[src/rtl/cpu_types_pkg.sv]
// cpu_types_pkg: shared pipeline types and hazard-controller latch control words
package cpu_types_pkg;

    localparam int REGBITS = 5;

    typedef logic [REGBITS-1:0] regbits_t;

    typedef enum logic [1:0] {
        RUN,
        DRAIN,
        HALTED
    } hctrl_state_t;

    typedef struct packed {
        logic pc_en;
        logic fl_en;
        logic fl_flush;
        logic dl_en;
        logic dl_flush;
        logic el_en;
        logic el_flush;
        logic ml_en;
        logic ml_flush;
    } hctrl_t;

    // Field order: pc, fl en/flush, dl en/flush, el en/flush, ml en/flush
    localparam hctrl_t C_FREEZE = 9'b0_00_00_00_00;
    localparam hctrl_t C_HALT   = 9'b0_11_11_11_10;
    localparam hctrl_t C_REDIR  = 9'b1_11_11_11_10;
    localparam hctrl_t C_LU     = 9'b0_00_11_10_10;
    localparam hctrl_t C_MISS   = 9'b0_11_10_10_10;
    localparam hctrl_t C_RUN    = 9'b1_10_10_10_10;
    localparam hctrl_t C_DRAIN  = 9'b0_11_11_11_11;

endpackage

[src/rtl/hazard_ctrl_lu_hazard_detect.sv]
// lu_hazard_detect: flags an ID-stage read of a register being loaded by the EX-stage instr
module lu_hazard_detect #(
    parameter int REG_W = 5
) (
    input  logic             ex_dREN,
    input  logic [REG_W-1:0] ex_wsel,
    input  logic [REG_W-1:0] dec_rsel1,
    input  logic [REG_W-1:0] dec_rsel2,
    input  logic             dec_uses_rt,
    output logic             lu_hazard
);

    assign lu_hazard = ex_dREN && (ex_wsel != '0) &&
                       ((ex_wsel == dec_rsel1) || (dec_uses_rt && (ex_wsel == dec_rsel2)));

endmodule

[src/rtl/hazard_ctrl.sv]
// hazard_ctrl: pipeline sequencer driving latch en/flush, PC enable, halt drain and stall counter
module hazard_ctrl
    import cpu_types_pkg::*;
#(
    parameter int CNT_W = 16,
    parameter int REG_W = 5
) (
    input  logic             CLK,
    input  logic             RST,
    input  logic             ihit,
    input  logic             dhit,
    input  logic             mem_dREN,
    input  logic             mem_dWEN,
    input  logic             mem_halt,
    input  logic             redirect,
    input  logic             ex_dREN,
    input  logic [REG_W-1:0] ex_wsel,
    input  logic [REG_W-1:0] dec_rsel1,
    input  logic [REG_W-1:0] dec_rsel2,
    input  logic             dec_uses_rt,
    output logic             pc_en,
    output logic             fl_en,
    output logic             fl_flush,
    output logic             dl_en,
    output logic             dl_flush,
    output logic             el_en,
    output logic             el_flush,
    output logic             ml_en,
    output logic             ml_flush,
    output logic             halted,
    output logic [CNT_W-1:0] stall_cnt
);

    hctrl_state_t state, next_state;
    hctrl_t       ctl;
    logic         mem_stall, lu_hazard;

    assign mem_stall = (mem_dREN | mem_dWEN) & ~dhit;

    lu_hazard_detect #(.REG_W(REG_W)) u_lu (
        .ex_dREN    (ex_dREN),
        .ex_wsel    (ex_wsel),
        .dec_rsel1  (dec_rsel1),
        .dec_rsel2  (dec_rsel2),
        .dec_uses_rt(dec_uses_rt),
        .lu_hazard  (lu_hazard)
    );

    always_ff @(posedge CLK) begin
        if (RST) begin
            state     <= RUN;
            halted    <= 1'b0;
            stall_cnt <= '0;
        end else begin
            state  <= next_state;
            halted <= next_state == HALTED;
            if (state == RUN && !ctl.pc_en && stall_cnt != '1)
                stall_cnt <= stall_cnt + CNT_W'(1);
        end
    end

    // A frozen halt is not captured yet, so DRAIN starts only once dmem is done
    always_comb begin
        next_state = state == RUN ? ((!mem_stall && mem_halt) ? DRAIN : RUN) : HALTED;
    end

    always_comb begin
        ctl = RST              ? C_FREEZE :
              state == HALTED  ? C_FREEZE :
              state == DRAIN   ? C_DRAIN  :
              state != RUN     ? C_FREEZE :
              mem_stall        ? C_FREEZE :
              mem_halt         ? C_HALT   :
              redirect         ? C_REDIR  :
              lu_hazard        ? C_LU     :
              !ihit            ? C_MISS   : C_RUN;
    end

    assign {pc_en, fl_en, fl_flush, dl_en, dl_flush, el_en, el_flush, ml_en, ml_flush} = ctl;

endmodule

[config.mk]
export PLATFORM = sky130hd
export DESIGN_NAME = hazard_ctrl
export DESIGN_NICKNAME = d
export VERILOG_FILES = /design/src/rtl/cpu_types_pkg.sv /design/src/rtl/hazard_ctrl_lu_hazard_detect.sv /design/src/rtl/hazard_ctrl.sv
export SDC_FILE = /design/constraint.sdc
export NUM_CORES = 1
export LEC_CHECK = 0
export CORE_MARGIN = 8
export CORE_UTILIZATION = 44
export DETAILED_ROUTE_END_ITERATION = 7
export GPL_ROUTABILITY_DRIVEN = 0
export GPL_TIMING_DRIVEN = 0
export MAX_ROUTING_LAYER = met4
export PLACE_DENSITY = 0.84
export REMOVE_ABC_BUFFERS = 1
export SYNTH_ARGS = -nofsm -noshare
export SYNTH_HDL_FRONTEND = slang
export SYNTH_HIERARCHICAL = 1
export SYNTH_SLANG_ARGS = --single-unit
[constraint.sdc]
create_clock -name CLK -period 3.5 [get_ports CLK]
set_input_delay 0.35 -clock CLK [delete_from_list [all_inputs] [get_ports CLK]]
set_output_delay 0.35 -clock CLK [all_outputs]
set_load 0.005 [all_outputs]
Word level (Yosys, flattened, before mapping). Cells that the tools add are included.

Flip-flop bits (word level): 19. Input port bits: 25. Output and inout bits: 26. Word-level logic and storage cells: 36.

$add $sub $neg: 1. Equality and inequality tests: 6. Multiplexer cells: 11. Bitwise gates (word level): 3. Reductions and logical operators: 12.

Operator list (number): two-way mux 9 bit (9); adder 16 x 1 -> 16 bit, second input constant (1); inequality test 16 bit, second input constant (1); equality test 5 bit (2); logical AND 1 bit (6); nonzero test 5 bit (1); equality test 2 bit, second input constant (2); equality test 2 x 1 -> 1 bit, second input constant (1); zero test 1 bit (2); zero test 2 bit (1); two-way mux 2 bit (1); nonzero test 2 bit (1); AND 1 bit (1); logical OR 1 bit (1); two-way mux 1 bit (1); inverter 1 bit (1); OR 1 bit (1).

Depth between registers and ports, before layout. Gate-level depths: netlist of run 1.

Word-level depth: 15. Depth in mapped cells: 10. Gate-level depth less buffers: 9.

Hierarchy. Netlist of run 1, hierarchy kept.

By module, submodules not included: hazard_ctrl (times used 1, cells each 128, area an instance 1017.2 um^2, seq. area each 380.4 um^2); lu_hazard_detect (times used 1, cells each 17, area an instance 132.6 um^2, seq. area each 0.0 um^2).

Worst setup path before layout of run 1. Ideal clock, no wire load.

Path kind: input to register. From: input ex_wsel[3]. To: register stall_cnt[9]. Library setup time: 123 ps. Data arrival time: 2182 ps. Data required time: 3377 ps. Path slack: 1195 ps. Cell stages on the path: 9. Path buffers: 0. Cell sequence: xor2_1 > nor4_2 > nand3_1 > a21oi_1 > nor2b_1 > o2111ai_2 > nand2_2 > or3_1 > mux2_1.

Word-level cells in the longest chain between the ends: 15. Elaborated cells on any way between the ends: 18. Those cells by class: 2 x eq/ne; 8 x mux; 8 x reduce/logical.

RTL lines: start, declared (RTL line hazard_ctrl.sv:17) `input logic [REG_W-1:0] ex_wsel,`; equality test 5 bit (RTL line hazard_ctrl_lu_hazard_detect.sv:14) `((ex_wsel == dec_rsel1) || (dec_uses_rt && (ex_wsel == dec_rsel2)));`; logical AND 1 bit (RTL line hazard_ctrl_lu_hazard_detect.sv:14); logical OR 1 bit (RTL line hazard_ctrl_lu_hazard_detect.sv:14); logical AND 1 bit * (RTL line hazard_ctrl_lu_hazard_detect.sv:13) `assign lu_hazard = ex_dREN && (ex_wsel != '0) &&`; via lu_hazard (RTL line hazard_ctrl.sv:36) `logic mem_stall, lu_hazard;`; two-way mux 9 bit * (RTL line hazard_ctrl.sv:75) `lu_hazard ? C_LU :`; two-way mux 9 bit * (RTL line hazard_ctrl.sv:74) `redirect ? C_REDIR :`; two-way mux 9 bit * (RTL line hazard_ctrl.sv:73) `mem_halt ? C_HALT :`; two-way mux 9 bit * (RTL line hazard_ctrl.sv:72) `mem_stall ? C_FREEZE :`; two-way mux 9 bit * (RTL line hazard_ctrl.sv:71) `state != RUN ? C_FREEZE :`; two-way mux 9 bit * (RTL line hazard_ctrl.sv:70) `state == DRAIN ? C_DRAIN :`; two-way mux 9 bit * (RTL line hazard_ctrl.sv:69) `state == HALTED ? C_FREEZE :`; two-way mux 9 bit * (RTL line hazard_ctrl.sv:68) `ctl = RST ? C_FREEZE :`; zero test 1 bit * (RTL line hazard_ctrl.sv:57) `if (state == RUN && !ctl.pc_en && stall_cnt != '1)`; logical AND 1 bit * (2 in a row) (RTL line hazard_ctrl.sv:57); end signal, assigned (RTL line hazard_ctrl.sv:58) `stall_cnt <= stall_cnt + CNT_W'(1);`; end, declared (RTL line hazard_ctrl.sv:31) `output logic [CNT_W-1:0] stall_cnt`.

Mark *: on every way through the listed nets, which the timed path passes. The rest lies on a longest branch. A chain may end at the register's enable or synchronous reset.

Worst setup path in the final report of run 1.
From: input ex_wsel[3]. To: output pc_en.

Word-level cells in the longest chain between the ends: 12. Elaborated cells on any way between the ends: 15. Those cells by class: 2 x eq/ne; 8 x mux; 5 x reduce/logical.

RTL lines: equality test 5 bit (RTL line hazard_ctrl_lu_hazard_detect.sv:14); logical AND 1 bit (RTL line hazard_ctrl_lu_hazard_detect.sv:14); logical OR 1 bit (RTL line hazard_ctrl_lu_hazard_detect.sv:14); logical AND 1 bit * (RTL line hazard_ctrl_lu_hazard_detect.sv:13); via lu_hazard (RTL line hazard_ctrl.sv:36); two-way mux 9 bit * (RTL line hazard_ctrl.sv:75); two-way mux 9 bit * (RTL line hazard_ctrl.sv:74); two-way mux 9 bit * (RTL line hazard_ctrl.sv:73); two-way mux 9 bit * (RTL line hazard_ctrl.sv:72); two-way mux 9 bit * (RTL line hazard_ctrl.sv:71); two-way mux 9 bit * (RTL line hazard_ctrl.sv:70); two-way mux 9 bit * (RTL line hazard_ctrl.sv:69); two-way mux 9 bit * (RTL line hazard_ctrl.sv:68); end, declared (RTL line hazard_ctrl.sv:21) `output logic pc_en,`.

Marked as above.

==> run metrics, run 1 <==
post-synthesis mux area share 1.85%; DP Worst Slack 0.0892 ns; # clock sinks 19; CTS tree done; max_cap viols 0; Leak 0.618 nW; Post-CTS Hold Fix Bufs 0; initial antenna violation count 0; num ports 51; crit-path max cell delay 0.56 ns; Syn. warnings 6; required time of the critical path 3.15 ns; Synth Area in XOR/XNOR 14.5%; RSZ-0062 raised after global routing no; Worst Hold Class flop to flop; GRT Total Usage 15.4%; via count 1243; register area share after synthesis 33.1%; Root Buffer clkbuf_4; vias in the first global route 1241; CP endpoint kind primary output; Top cell by count, worst path clkdlybuf4s50_1; Period Utilization, post-route 93.8%; dominant cells by area after synthesis dfxtp_1, xor2_1, nor2_1; count of cell types in the netlist 33; clock buffer count from CTS 3; FF-to-FF setup slack 1.45 ns; die width 67.1 µm; placed insts 219; Crit. Startpoint ex_wsel[3]; Worst-Margin Slew 0.813 ns; Cell Pwr Density 281 nW/µm²; CTS resizes 0; worst clock skew 0.000850 ns; RR Startpoint stall_cnt[1]; Post-route DRC 0; post-route insts no fill 223; clock slew at reported path FFs 0.11 ns; Antenna diodes 0; critical path's slowest cell o2111ai_2; Port Buf Inserts 50; layout cells sized above 1 5.70%; layout net count 220; Crit Path Category primary input to primary output; Avg WL per Cell 14.7 µm; largest net degree at the start of global routing 24; vias per cell 5.57; htree depth 1; area leader, netlist dfxtp_1; area growth from synthesis to layout 46.5%; status finished clean; combinational family with the most area after synthesis simple AND/OR/NAND/NOR gates; hold path start stall_cnt[15]; Post-synth EDFFs 0; FMAX 304 MHz; core area 2480 µm²; row count 18; Final Max Tran Viols 0; post-DP HPWL 2630 µm; Worst Slack Setup Final 0.216 ns; setup_tns 0 ns; complex-gate fraction of the synthesized area 9.58%; # fillers 232; Slew HR 45.6%; Synth Register Bits 19; DRT Pass-1 Iters 4; Synth Instances 145; area share of the largest cell type after synthesis 33.1%; Peak VDD IR 0.000212 V; Post-CTS Setup Bufs 0; R2R Path End stall_cnt[1]; Critical Path Sink pc_en; Design Power 473 µW; Worst R2R Path Depth 6; crit path time final 3.28 ns; first-pass GRT wire length 5340 µm; Detail Route Antenna Nets 0; Synth Area in Adders 1.09%; final setup fails 0; wirelength, routed 3280 µm; global route overflow 0; Die ar. 4510 µm²; asr flop ratio synth 0%; Simple-Gate Fraction of Synth Area 34.9%; synthesized area per cell 7.93 µm²; crit-path cells clkdlybuf4s50_1 -> xor2_1 -> nor4_2 -> nand3_1 -> a21oi_1 -> nor2b_1 -> o2111ai_2 -> inv_1 -> clkdlybuf4s50_1; Max Root-Sink Buffers 2; chip height 67.1 µm; Iteration-0 DRC Markers 92; Most used DFF post-synth dfxtp_1; Worst Path Arrival 2.93 ns; Worst setup SP type primary input; Clock Latency Late Sink 0.30 ns; final hold vios 0; final hold slack 0.524 ns; Initial Util 46.4%; Worst Path Max Fanout 14; Mapped Area 1150 µm²
[critical path, delay by kind of cell]
family / cells / cell delay [ns]
XOR/XNOR: 1 / 0.20
buffers and inverters: 3 / 1.03
AND/OR/NAND/NOR: 3 / 0.47
AO/OA/AOI/OAI: 2 / 0.88
[how the worst min path moves through the flow]
| stage | endpoint | slack (ns) | depth (start not counted) |
|---|---|---|---|
| finish | stall_cnt[15] | 0.52 | 2 |
| detailed placement | stall_cnt[11] | 0.51 | 2 |
| global placement | stall_cnt[15] | 0.48 | 2 |
| floorplan | stall_cnt[11] | 0.42 | 1 |
| global route | stall_cnt[11] | 0.55 | 2 |
| CTS | stall_cnt[11] | 0.52 | 2 |
[registers in the layout (all words and copies together) (netlist names)]
register	cells
stall_cnt	16
state	2
halted	1
[through the flow]
| step | instance area (µm²) | util (%) |
|---|---|---|
| floorplan | 1120 | - |
| global placement | 1660 | 66.9 |
| detailed placement | 1660 | 66.9 |
| CTS | 1680 | 68.0 |
| global route | 1680 | 68.0 |
| finish | 1680 | 68.0 |
[Yosys cell counts, types with 3 or more instances]
cell	number
inv_1	7
xor2_1	15
xnor2_1	4
dfxtp_1	19
nand4_1	10
nand3_1	8
nand2_1	11
a21oi_1	4
or4_1	6
o31ai_1	4
nor2_1	24
clkbuf_1	3
nor3_1	3
[area by class of cell]
cell class / count / area (µm²) / share of cell area, %
Multi-Input combinational cell: 113 / 712 / 42.3
Timing Repair Buffer: 50 / 500 / 29.7
Sequential cell: 19 / 380 / 22.6
Tap cell: 30 / 37.5 / 2.23
Inverter: 7 / 26.3 / 1.56
Clock buffer: 3 / 22.5 / 1.34
Clock inverter: 1 / 5.00 / 0.297
[logic make-up after synthesis]
family                   after synthesis
AND/OR/NAND/NOR                       75
adder cells (fa/ha/maj)                1
flip-flops                            19
AO/OA/AOI/OAI                         16
multiplexers                           2
XOR/XNOR                              19
buffers and inverters                 13
[report_power, final]
| part | internal [mW] | switching [mW] | leakage [nW] |
|---|---|---|---|
| Combinational | 0.0724 | 0.0522 | 0.447 |
| Clock | 0.0427 | 0.0718 | 0.0177 |
| Sequential | 0.224 | 0.0101 | 0.154 |
| Total | 0.339 | 0.134 | 0.618 |
[routing by layer]
| metal | vias up | part of all wire [%] | global-route usage [%] |
|---|---|---|---|
| met5 | - | 0 | - |
| met3 | 8 | 6.3 | 3.69 |
| met2 | 46 | 50 | 27.6 |
| met1 | 582 | 41 | 15.3 |
| met4 | 0 | 2.7 | 7.05 |
| li1 | 607 | - | - |
[layout by cell type, fill, tap and decap left out]
master | Yosys | final
a211oi_1 | 1 | 1
a21oi_1 | 4 | 4
a311o_1 | 1 | 1
and3_1 | 2 | 2
and3_4 | 1 | 1
and4_1 | 2 | 2
clkbuf_4 | 0 | 3
clkdlybuf4s50_1 | 0 | 50
clkinv_2 | 0 | 1
dfxtp_1 | 19 | 19
ha_1 | 1 | 1
inv_1 | 7 | 7
mux2_1 | 1 | 1
mux2i_1 | 1 | 1
nand2_1 | 11 | 11
nand2_2 | 1 | 1
nand3_1 | 8 | 8
nand3_2 | 1 | 1
nand4_1 | 10 | 10
nor2_1 | 24 | 24
nor2_2 | 1 | 1
nor2b_1 | 2 | 2
nor3_1 | 3 | 3
nor4_2 | 2 | 2
o2111ai_2 | 1 | 1
o21ai_0 | 2 | 2
o21ai_1 | 2 | 2
o21bai_1 | 1 | 1
o31ai_1 | 4 | 4
or3_1 | 1 | 1
or4_1 | 6 | 6
xnor2_1 | 4 | 4
xor2_1 | 15 | 15
Note: power is estimated with default switching activity, not from simulation.
==> inputs of run 2 (changes only) <==
Settings changed: CAP_MARGIN set to 20.
==> results of run 2 <==
No change in the layout: final DEF, timing and power equal those of run 1.
